`src/rtl/i2c_sched_pkg.sv`:
```
// i2c_sched_pkg: shared state encoding and index/select constants for the I2C scheduler
package i2c_sched_pkg;
    typedef enum logic [1:0] {
        ST_IDLE  = 2'd0,
        ST_ISSUE = 2'd1,
        ST_WAIT  = 2'd2,
        ST_RESP  = 2'd3
    } state_t;
    localparam logic REQ0       = 1'b0;
    localparam logic REQ1       = 1'b1;
    localparam logic SEL_SLAVE1 = 1'b0;
    localparam logic SEL_SLAVE2 = 1'b1;
endpackage

```
`src/rtl/i2c_rr_arbiter2.sv`:
```
// i2c_rr_arbiter2: combinational two-way round-robin pick
module i2c_rr_arbiter2 (
    input  logic [1:0] req,
    input  logic       rr_ptr,
    output logic [1:0] win,
    output logic       valid
);
    import i2c_sched_pkg::*;
    // a lone requester wins outright; on contention the pointer names the winner
    always_comb begin
        win   = (req == 2'b11) ? ((rr_ptr == REQ1) ? 2'b10 : 2'b01) : req;
        valid = |req;
    end
endmodule

```
`src/rtl/i2c_txn_scheduler.sv`:
```
// i2c_txn_scheduler: arbitrates two requesters onto one I2C master and returns status/read data
module i2c_txn_scheduler #(
    parameter int TIMEOUT_CYCLES = 4096,
    parameter int TIMEOUT_W      = 12
) (
    input  logic       clk,
    input  logic       reset,
    input  logic [1:0] req,
    input  logic [1:0] req_rw,
    input  logic [1:0] req_sel,
    input  logic [7:0] req_wdata0,
    input  logic [7:0] req_wdata1,
    output logic [1:0] gnt,
    output logic [1:0] rsp_valid,
    output logic       rsp_err,
    output logic [7:0] rsp_rdata,
    output logic       m_start,
    output logic       m_rw,
    output logic       m_slave_sel,
    output logic [7:0] m_wdata,
    input  logic       m_busy,
    input  logic       m_done,
    input  logic       m_nack,
    input  logic [7:0] m_rdata,
    output logic       busy
);
    import i2c_sched_pkg::*;
    state_t               state, state_n;
    logic [TIMEOUT_W-1:0] cnt;
    logic                 rr_ptr, winner, win_valid, timeout;
    logic [1:0]           win, gnt_n, rsp_valid_n;
    logic                 m_start_n, rsp_err_n;
    logic [7:0]           rsp_rdata_n;
    i2c_rr_arbiter2 u_arb (.req(req), .rr_ptr(rr_ptr), .win(win), .valid(win_valid));
    assign timeout = (cnt == TIMEOUT_W'(TIMEOUT_CYCLES - 1));
    // next state plus the next value of every registered pulse/response output
    always_comb begin
        state_n     = state;
        gnt_n       = 2'b00;
        m_start_n   = 1'b0;
        rsp_valid_n = 2'b00;
        rsp_err_n   = 1'b0;
        rsp_rdata_n = 8'h00;
        case (state)
            ST_IDLE: if (!m_busy && win_valid) begin
                state_n   = ST_ISSUE;
                gnt_n     = win;
                m_start_n = 1'b1;
            end
            ST_ISSUE: state_n = ST_WAIT;
            ST_WAIT: if (m_done || timeout) begin
                state_n     = ST_RESP;
                rsp_valid_n = (winner == REQ1) ? 2'b10 : 2'b01;
                rsp_err_n   = m_done ? m_nack : 1'b1;
                rsp_rdata_n = (m_done && m_rw) ? m_rdata : 8'h00;
            end
            default: state_n = ST_IDLE;
        endcase
    end
    // state register
    always_ff @(posedge clk) begin
        if (reset) state <= ST_IDLE;
        else       state <= state_n;
    end
    // registered outputs, latched request fields, timeout counter and round-robin pointer
    always_ff @(posedge clk) begin
        if (reset) begin
            gnt         <= 2'b00;
            m_start     <= 1'b0;
            rsp_valid   <= 2'b00;
            rsp_err     <= 1'b0;
            rsp_rdata   <= 8'h00;
            busy        <= 1'b0;
            winner      <= REQ0;
            m_rw        <= 1'b0;
            m_slave_sel <= SEL_SLAVE1;
            m_wdata     <= 8'h00;
            cnt         <= '0;
            rr_ptr      <= REQ0;
        end else begin
            gnt       <= gnt_n;
            m_start   <= m_start_n;
            rsp_valid <= rsp_valid_n;
            rsp_err   <= rsp_err_n;
            rsp_rdata <= rsp_rdata_n;
            busy      <= (state_n != ST_IDLE);
            if (m_start_n) begin
                winner      <= win[1];
                m_rw        <= win[1] ? req_rw[1] : req_rw[0];
                m_slave_sel <= win[1] ? req_sel[1] : req_sel[0];
                m_wdata     <= win[1] ? req_wdata1 : req_wdata0;
            end
            if (state == ST_ISSUE) begin
                cnt    <= '0;
                rr_ptr <= ~winner;
            end else if (state == ST_WAIT) begin
                cnt <= cnt + 1'b1;
            end
        end
    end
endmodule

```
`config.mk`:
```
export PLATFORM = sky130hd
export DESIGN_NAME = i2c_txn_scheduler
export DESIGN_NICKNAME = d
export VERILOG_FILES = /design/src/rtl/i2c_sched_pkg.sv /design/src/rtl/i2c_rr_arbiter2.sv /design/src/rtl/i2c_txn_scheduler.sv
export SDC_FILE = /design/constraint.sdc
export NUM_CORES = 1
export LEC_CHECK = 0
export ABC_CLOCK_PERIOD_IN_PS = 1700
export CORE_UTILIZATION = 45
export DETAILED_ROUTE_END_ITERATION = 8
export GPL_TIMING_DRIVEN = 0
export PLACE_DENSITY = 0.78
export SETUP_SLACK_MARGIN = 0.02
export SYNTH_ARGS = -nofsm -noshare
export SYNTH_HDL_FRONTEND = slang
export SYNTH_SLANG_ARGS = --single-unit
```
`constraint.sdc`:
```
create_clock -name clk -period 1.7 [get_ports clk]
set_clock_uncertainty 0.1 [all_clocks]
set_input_delay 0.255 -clock clk [delete_from_list [all_inputs] [get_ports clk]]
set_output_delay 0.255 -clock clk [all_outputs]
set_load 0.05 [all_outputs]
```
Yosys cells after proc, flatten, opt, wreduce, memory -nomap -nowiden
Index checks and enable logic that the tools add are counted.
- reductions and logical operators: 11
- muxes and demuxes: 12
- bitwise gates (word level): 6
- $add $sub $neg: 1
- eq/ne operators: 4
- operators with widths (kind ; number):
    12-bit by 1-bit adder with 12-bit output, second input constant ; 1
    12-bit equality test, second input constant ; 1
    2-bit 2-to-1 mux ; 5
    8-bit 2-to-1 mux ; 1
    1-bit NOT ; 6
    2-bit one-hot mux with 3 select lines ; 1
    3-bit OR reduction ; 2
    1-bit 2-to-1 mux ; 5
    2-bit equality test, second input constant ; 2
    2-bit OR reduction ; 2
    4-bit OR reduction ; 1
    2-bit by 1-bit equality test with 1-bit output, second input constant ; 1
    1-bit logical AND ; 2
    2-bit logical NOT ; 1
    2-bit nonzero test ; 1
    1-bit logical NOT ; 1
    1-bit logical OR ; 1
- logic and storage cells: 47
- input port bits: 35
- register bits: 41

Depth between registers and ports, before layout
Gate-level depths: netlist of the first run.
- depth after elaboration: 5
- gate-level depth with buffers: 6
- depth with buffers taken out: 6

By module
From an unflattened synthesis of the first run, not the netlist that was laid out.
- cell total of the unflattened synthesis: 172
- area total of the unflattened synthesis: 1652.8 µm²
- modules (own cells, without submodules) (module ; times used ; area each (µm²) ; cells each):
    i2c_txn_scheduler ; 1 ; 1627.8 ; 168
    i2c_rr_arbiter2 ; 1 ; 25.0 ; 4

Worst setup path after synthesis of the first run
No wires, ideal clock.
- path kind: register to register
- start point: register state[0]
- end point: register cnt[7]
- cell stages (with the launch flop): 7
- period minus slack after synthesis: 1576 ps
- arrival time: 1406 ps
- slack: 124 ps
- data required time: 1530 ps
- buffers on the path: 1
- cells stage by stage: dfxtp_1 inv_1 ha_1 buf_2 nand4_4 or4_1 a21oi_1
- cells in the longest elaborated chain, start to end: 2
- elaborated cells on any way between the ends: 3
- those cells by class: eq/ne: 2; reduce/logical: 1
- ends and longest elaborated chain (item ; RTL line ; source):
    start: declaration ; i2c_txn_scheduler.sv:28 ; state_t state, state_n;
    start signal: assignment ; i2c_txn_scheduler.sv:63 ; else state <= state_n;
    2-bit by 1-bit equality test with 1-bit output ; i2c_txn_scheduler.sv:93 ; if (state == ST_ISSUE) begin
    2-bit OR reduction (no source line) ; n/a ;
    end signal: assignment ; i2c_txn_scheduler.sv:97 ; cnt <= cnt + 1'b1;
    end: declaration ; i2c_txn_scheduler.sv:29 ; logic [TIMEOUT_W-1:0] cnt;
Several ways; a longest one is shown, not always the timed one.
A chain may end at the register's enable or synchronous reset.

Worst setup path in the final report of the first run
- start point: register state[0]
- end point: register cnt[9]
The elaborated chain is that of the path after synthesis.

==> results of run 1 <==
==> per-layer routing <==
metal | up-vias | part of all wire (%) | global-route usage, %
met4 | 0 | 2.1 | 10.6
met5 | - | 0 | 0
met1 | 795 | 45 | 27.9
met2 | 45 | 49 | 38.3
met3 | 9 | 3.9 | 5.21
li1 | 858 | - | -
==> Yosys cell counts <==
cell	instances	area, um2
a2111oi_0	1	8.76
a21o_1	1	7.51
a21oi_1	18	90.1
a311oi_1	10	87.6
a31oi_1	1	6.26
a32oi_1	1	8.76
a41oi_1	1	8.76
and2_1	10	62.6
and4_1	2	17.5
and4_2	1	10.0
buf_2	3	15.0
clkbuf_1	9	33.8
dfxtp_1	41	821
ha_1	5	62.6
inv_1	8	30.0
mux2i_1	4	40.0
nand2_1	12	45.0
nand2b_1	2	12.5
nand3_1	1	5.00
nand4_1	2	12.5
nand4_2	2	25.0
nand4_4	1	21.3
nand4b_1	2	17.5
nor2_1	8	30.0
nor2b_1	1	6.26
nor3_1	3	15.0
nor4_1	2	12.5
o211ai_1	10	75.1
o21ai_0	11	55.1
o21ba_2	1	10.0
o221ai_1	1	8.76
o311ai_0	1	8.76
o31ai_1	3	22.5
o41ai_1	1	8.76
or2_2	3	18.8
or3_1	4	25.0
or4_1	4	30.0
xnor2_1	1	8.76
xor2_1	1	8.76
==> flip-flops by register name (all words and copies together), names as in the netlist, 2 cells and up <==
register	count
cnt	12
m_wdata	8
rsp_rdata	8
gnt	2
rsp_valid	2
state	2
==> report_power, final <==
| part | total (mW) | switching [mW] | internal (mW) |
|---|---|---|---|
| clock network | 0.626 | 0.342 | 0.283 |
| logic | 0.723 | 0.447 | 0.276 |
| registers | 1.08 | 0.0475 | 1.04 |
| total | 2.43 | 0.836 | 1.60 |
==> worst paths after layout <==
check        slack, ps  depth (start not counted)      endpoint  startpoint
max                 30                          6        cnt[9]    state[0]
min reg2reg        330                          1  rsp_valid[0]      winner
max reg2reg         30                          6        cnt[9]    state[0]
min                330                          1  rsp_valid[0]      winner
==> layout by cell type, fill, tap and decap left out, types with 2 or more instances in the layout <==
master and instances:
clkdlybuf4s50_1 34, ha_1 3, nand2b_1 2, and4_1 2, buf_2 2, nand4_1 2
o31ai_1 3, o21ai_0 11, or3_1 4, nand4b_1 2, clkbuf_1 4, or2_2 3
inv_1 7, o211ai_1 10, mux2i_1 4, a311oi_1 10, nand2_1 12, a21oi_1 17
clkinv_2 2, nor3_1 3, nor2_1 7, dfxtp_1 39, or4_1 3, buf_4 6
dlygate4sd2_1 25, clkbuf_2 3, and2_1 10, nand4_4 2, clkbuf_8 5
==> worst reg2reg max path, stage by stage, from the launching register on <==
cell	delay, ps
dfxtp_4	370
inv_4	80
ha_4	130
buf_6	120
nand4_4	140
or4_4	550
a21oi_2	120
==> layout make-up <==
type / count / area, um2 / area share [%]
Sequential cell: 41 / 826 / 31.8
Tap cell: 48 / 60.1 / 2.32
Clock buffer: 5 / 68.8 / 2.65
Buffer: 10 / 51.3 / 1.98
Timing Repair Buffer: 65 / 604 / 23.3
Inverter: 8 / 32.5 / 1.25
Multi-Input combinational cell: 132 / 933 / 36.0
Clock inverter: 3 / 17.5 / 0.675
==> repair_timing <==
action / 4_1_cts / 5_1_grt
setup endpoints to repair: 50 / 27
resized for setup: 28 / 18
buffers inserted: 1 / 5
pin swaps: 0 / 2
gates cloned: 0 / 0
==> cell families (layout without fill, tap and decap cells) <==
logic type,count (synthesis),after routing,share of synthesized area [%]
AOI/OAI and AO/OA,61,61,22.7
xor gates and xnor gates,2,2,0.977
adders and majority gates,5,5,3.49
buffers and inverters,20,91,4.40
DFF,41,41,45.8
muxes,4,4,2.23
and+or+nand+nor,60,60,20.4
==> metrics by stage <==
step / total power [mW] / setup slack [ps] / hold slack [ps] / TNS (ps) / area [um2]
2_1_floorplan: 1.55 / 124 / 275 / 0 / 1790
3_3_place_gp: 1.80 / -217 / 309 / -2390 / 2440
3_5_place_dp: 1.81 / -240 / 311 / -2940 / 2440
4_1_cts: 2.40 / 32.3 / 330 / 0 / 2510
5_1_grt: 2.54 / -65.2 / 356 / -102 / 2590
6_report: 2.43 / 28.9 / 328 / 0 / 2590
==> impl_results.md, run 1 <==
- ANT nets after route: 0
- Post-Syn Area: 1790 um2
- Antenna violations before repair: 0
- First-pass GRT wire length: 7.32 mm
- Max Cap Viol: 0
- Lkg Pwr: 1.05 nW
- Synth unique cells: 39
- Mean Syn Cell Area: 9.29 um2
- Initial DRC Count: 79
- Cell Chain, Critical Path: inv_4, ha_4, buf_6, nand4_4, or4_4, a21oi_2
- Port Buffers: 59
- Core area: 3740 um2
- GP Congestion: 0.813
- #FFs+latches synth: 41
- Initial Util: 47.9%
- Max Clk Rate: 598 MHz
- CP max stage cell: or4_4
- Placed cell count: 300
- GRT Total Usage: 22.9%
- Pin count of the biggest net entering global routing: 14
- Skew-Pair Late Insertion Delay: 290 ps
- Fill cell count: 341
- Post-route minimum period: 1670 ps
- Total congestion overflow: 0
- Power Density: 938 nW/um2
- DIE HEIGHT: 65.1 um
- Mapped Cells: 193
- ANT cells: 0
- Number of remaining DRC errors: 0
- Num Clock Sinks: 41
- Layout cells sized above 1: 14.0%
- Area growth from synthesis to layout: 44.7%
- Measured slew at the worst slew-check pin: 511 ps
- Final Util: 69.3%
- Crit path max-delay family: simple AND/OR/NAND/NOR gates
- Worst-path fanout max: 8
- Clk slew on worst S/H paths: 80 ps
- RSZ-0062 raised after global routing: true
- Die area: 4240 um2
- Setup crit end kind: register
- Signal arrival time at the worst endpoint: 1800 ps
- Post-CTS Hold Buffers: 0
- Sequential share of the synthesized area: 45.8%
- Via count: 1707
- WP data required: 1830 ps
- First drt pass iteration count: 4
- Syn nets: 233
- Status: completed
- Relative slew slack: 66.1%
- CP max stage delay: 550 ps
- Chip width: 65.1 um
- Root Driver: clkbuf_8
- H-tree depth: 2
- Max-slew violations: 0
- Via density: 5.47
- WS Path Type: reg -> reg
- DRT Wirelength: 4.50 mm
- Num CTS Buffers: 5
- Startpoint Class: register
- Part of the cycle the worst path needs: 98.3%
- Fin cells: 312
- Nets@finish: 303
- Vias in the first global route: 1630
- WP buf/inv: 2
- # IOs: 60
- Synth warn: 0
- Clock buffer depth: 2
- Hold Fails Final Rpt: 0
- Wire per inst: 14.4 um
- Final setup fails: 0
- Worst hold path type: reg -> reg
- Worst VDD drop: 749 uV
- CTS tree: built
- Placement Rows: 22
- DP Wirelength: 3.11 mm
Note: power is estimated with default switching activity, not from simulation.
==> run 2: changes to the inputs <==
--- a/config.mk
+++ b/config.mk
@@ -6,10 +6,13 @@
 export NUM_CORES = 1
 export LEC_CHECK = 0
 export ABC_CLOCK_PERIOD_IN_PS = 1700
-export CORE_UTILIZATION = 45
+export CELL_PAD_IN_SITES_DETAIL_PLACEMENT = 1
+export CELL_PAD_IN_SITES_GLOBAL_PLACEMENT = 1
+export CORE_UTILIZATION = 33
 export DETAILED_ROUTE_END_ITERATION = 8
 export GPL_TIMING_DRIVEN = 0
-export PLACE_DENSITY = 0.78
+export MAX_ROUTING_LAYER = met4
+export PLACE_DENSITY = 0.77
 export SETUP_SLACK_MARGIN = 0.02
 export SYNTH_ARGS = -nofsm -noshare
 export SYNTH_HDL_FRONTEND = slang
==> impl_results.md, run 2 (synthesis gave the netlist of run 1 again) <==
- Status: completed
- CTS tree: built
- Setup crit end kind: register
- Chip width: 75.7 um
- WP data required: 1830 ps
- Initial Util: 34.7%
- Post-route minimum period: 1640 ps
- Power Density: 991 nW/um2
- Area growth from synthesis to layout: 47.9%
- Part of the cycle the worst path needs: 96.5%
- Initial DRC Count: 88
- Setup TNS: 0 ps
- First-pass GRT wire length: 8.06 mm
- Lkg Pwr: 1.06 nW
- Worst-path fanout max: 6
- Max Cap Viol: 0
- Multi-input logic area: 942 um2
- Placement Rows: 26
- Via density: 5.25
- GRT Total Usage: 19.6%
- Fill cell count: 608
- Nets@finish: 302
- Worst VDD drop: 334 uV
- Port Buffers: 59
- Relative slew slack: 65.3%
- Sequential power share: 41.1%
- Hold Crit Start: winner
- Layout cells sized above 1: 14.1%
- Num CTS Buffers: 5
- First drt pass iteration count: 4
- Placed cell count: 322
- Dpl ws: -284 ps
- Measured slew at the worst slew-check pin: 522 ps
- Commonest non-fill, non-tap cells in the layout: dfxtp_1, clkdlybuf4s50_1, dlygate4sd2_1
- Power Total: 2.63 mW
- Cell-internal power: 1.78 mW
- Vias in the first global route: 1694
- Combinational share of power: 27.8%
- Storage cell area: 825 um2
- Switching share of power: 32.2%
- WHS: 347 ps
- Final Util: 51.3%
- CP startpoint: state[0]
- WS Path Type: reg -> reg
- Hold Fails Final Rpt: 0
- Startpoint Class: register
- # IOs: 60
- Skew-Pair Late Insertion Delay: 300 ps
- ANT nets after route: 0
- Pin count of the biggest net entering global routing: 13
- Core area: 5170 um2
- Hold Path Stages: 1
- DRT Wirelength: 5.12 mm
- RSZ-0062 raised after global routing: true
- Post-DP Area: 2470 um2
- Final setup fails: 0
- Biggest register: cnt
- Top Registers: cnt x12, m_wdata x8, rsp_rdata x8
- Worst hold path type: reg -> reg
- Signal arrival time at the worst endpoint: 1770 ps
- Antenna violations before repair: 0
- Via count: 1748
- Die area: 5730 um2
- Most common cell after layout, fill and taps aside: dfxtp_1
- GP Congestion: 0.760
- Clock power share: 31.1%
- H-tree depth: 2
- Largest register FFs: 12
- DIE HEIGHT: 75.7 um
- Fin cells: 333
- Wire per inst: 15.4 um
- Reg2reg path depth: 6
- Num Clock Sinks: 41
- Fin worst setup slack: 59.3 ps
- Total congestion overflow: 0
- Clock buffer depth: 2
- Post-CTS Hold Buffers: 0
- Clk slew on worst S/H paths: 80 ps
- Critical R2R Launch: state[0]
- ANT cells: 0
- Root Driver: clkbuf_8
- Max-slew violations: 0
- DP Wirelength: 3.67 mm
- Max Clk Rate: 609 MHz
- Number of remaining DRC errors: 0
- Post-route cell area: 2650 um2
- P_sw: 847 uW
==> run 2: power groups by stage <==
stage               clock (mW)  combinational, mW  sequential (mW)
floorplan                    0              0.270             1.28
global placement             0              0.713             1.10
detailed placement           0              0.723             1.10
CTS                      0.837              0.703             1.08
global route             0.903              0.788             1.09
finish                   0.817              0.731             1.08
==> run 2: cell type report <==
cell class / count / share of cell area (%)
buffer: 10 / 2.08
clock buffer: 7 / 3.25
clock inverter: 1 / 1.13
inverter: 8 / 1.23
multi-input combinational: 132 / 35.5
sequential: 41 / 31.1
tap: 70 / 3.30
timing repair buffer: 64 / 22.4
==> run 2: metal layers <==
layer	GRT usage [%]	wire length, um	part of all wire [%]
met4	8.02	99	1.9
met3	3.97	255	5.0
met2	30.2	2390	47
met1	25.1	2370	46
met5	-	0	0
==> run 2: what timing repair did <==
item | 4_1_cts | 5_1_grt
endpoints found under the setup margin | 51 | 23
gates cloned | 0 | 1
setup buffers | 2 | 2
pin swaps | 0 | 2
gates resized for setup | 31 | 18
==> run 2: worst paths after layout <==
path,slack (ps),endpoint
setup reg to reg,60,cnt[9]
hold / removal,350,rsp_valid[0]
setup / recovery,60,cnt[9]
hold reg to reg,350,rsp_valid[0]
==> run 2: worst max-delay path, cell delays in order (launching register included) <==
cell     delay, ps
dfxtp_4        370
inv_4           70
ha_4           130
buf_6          120
nand4_4        130
or4_4          540
a21oi_2        110
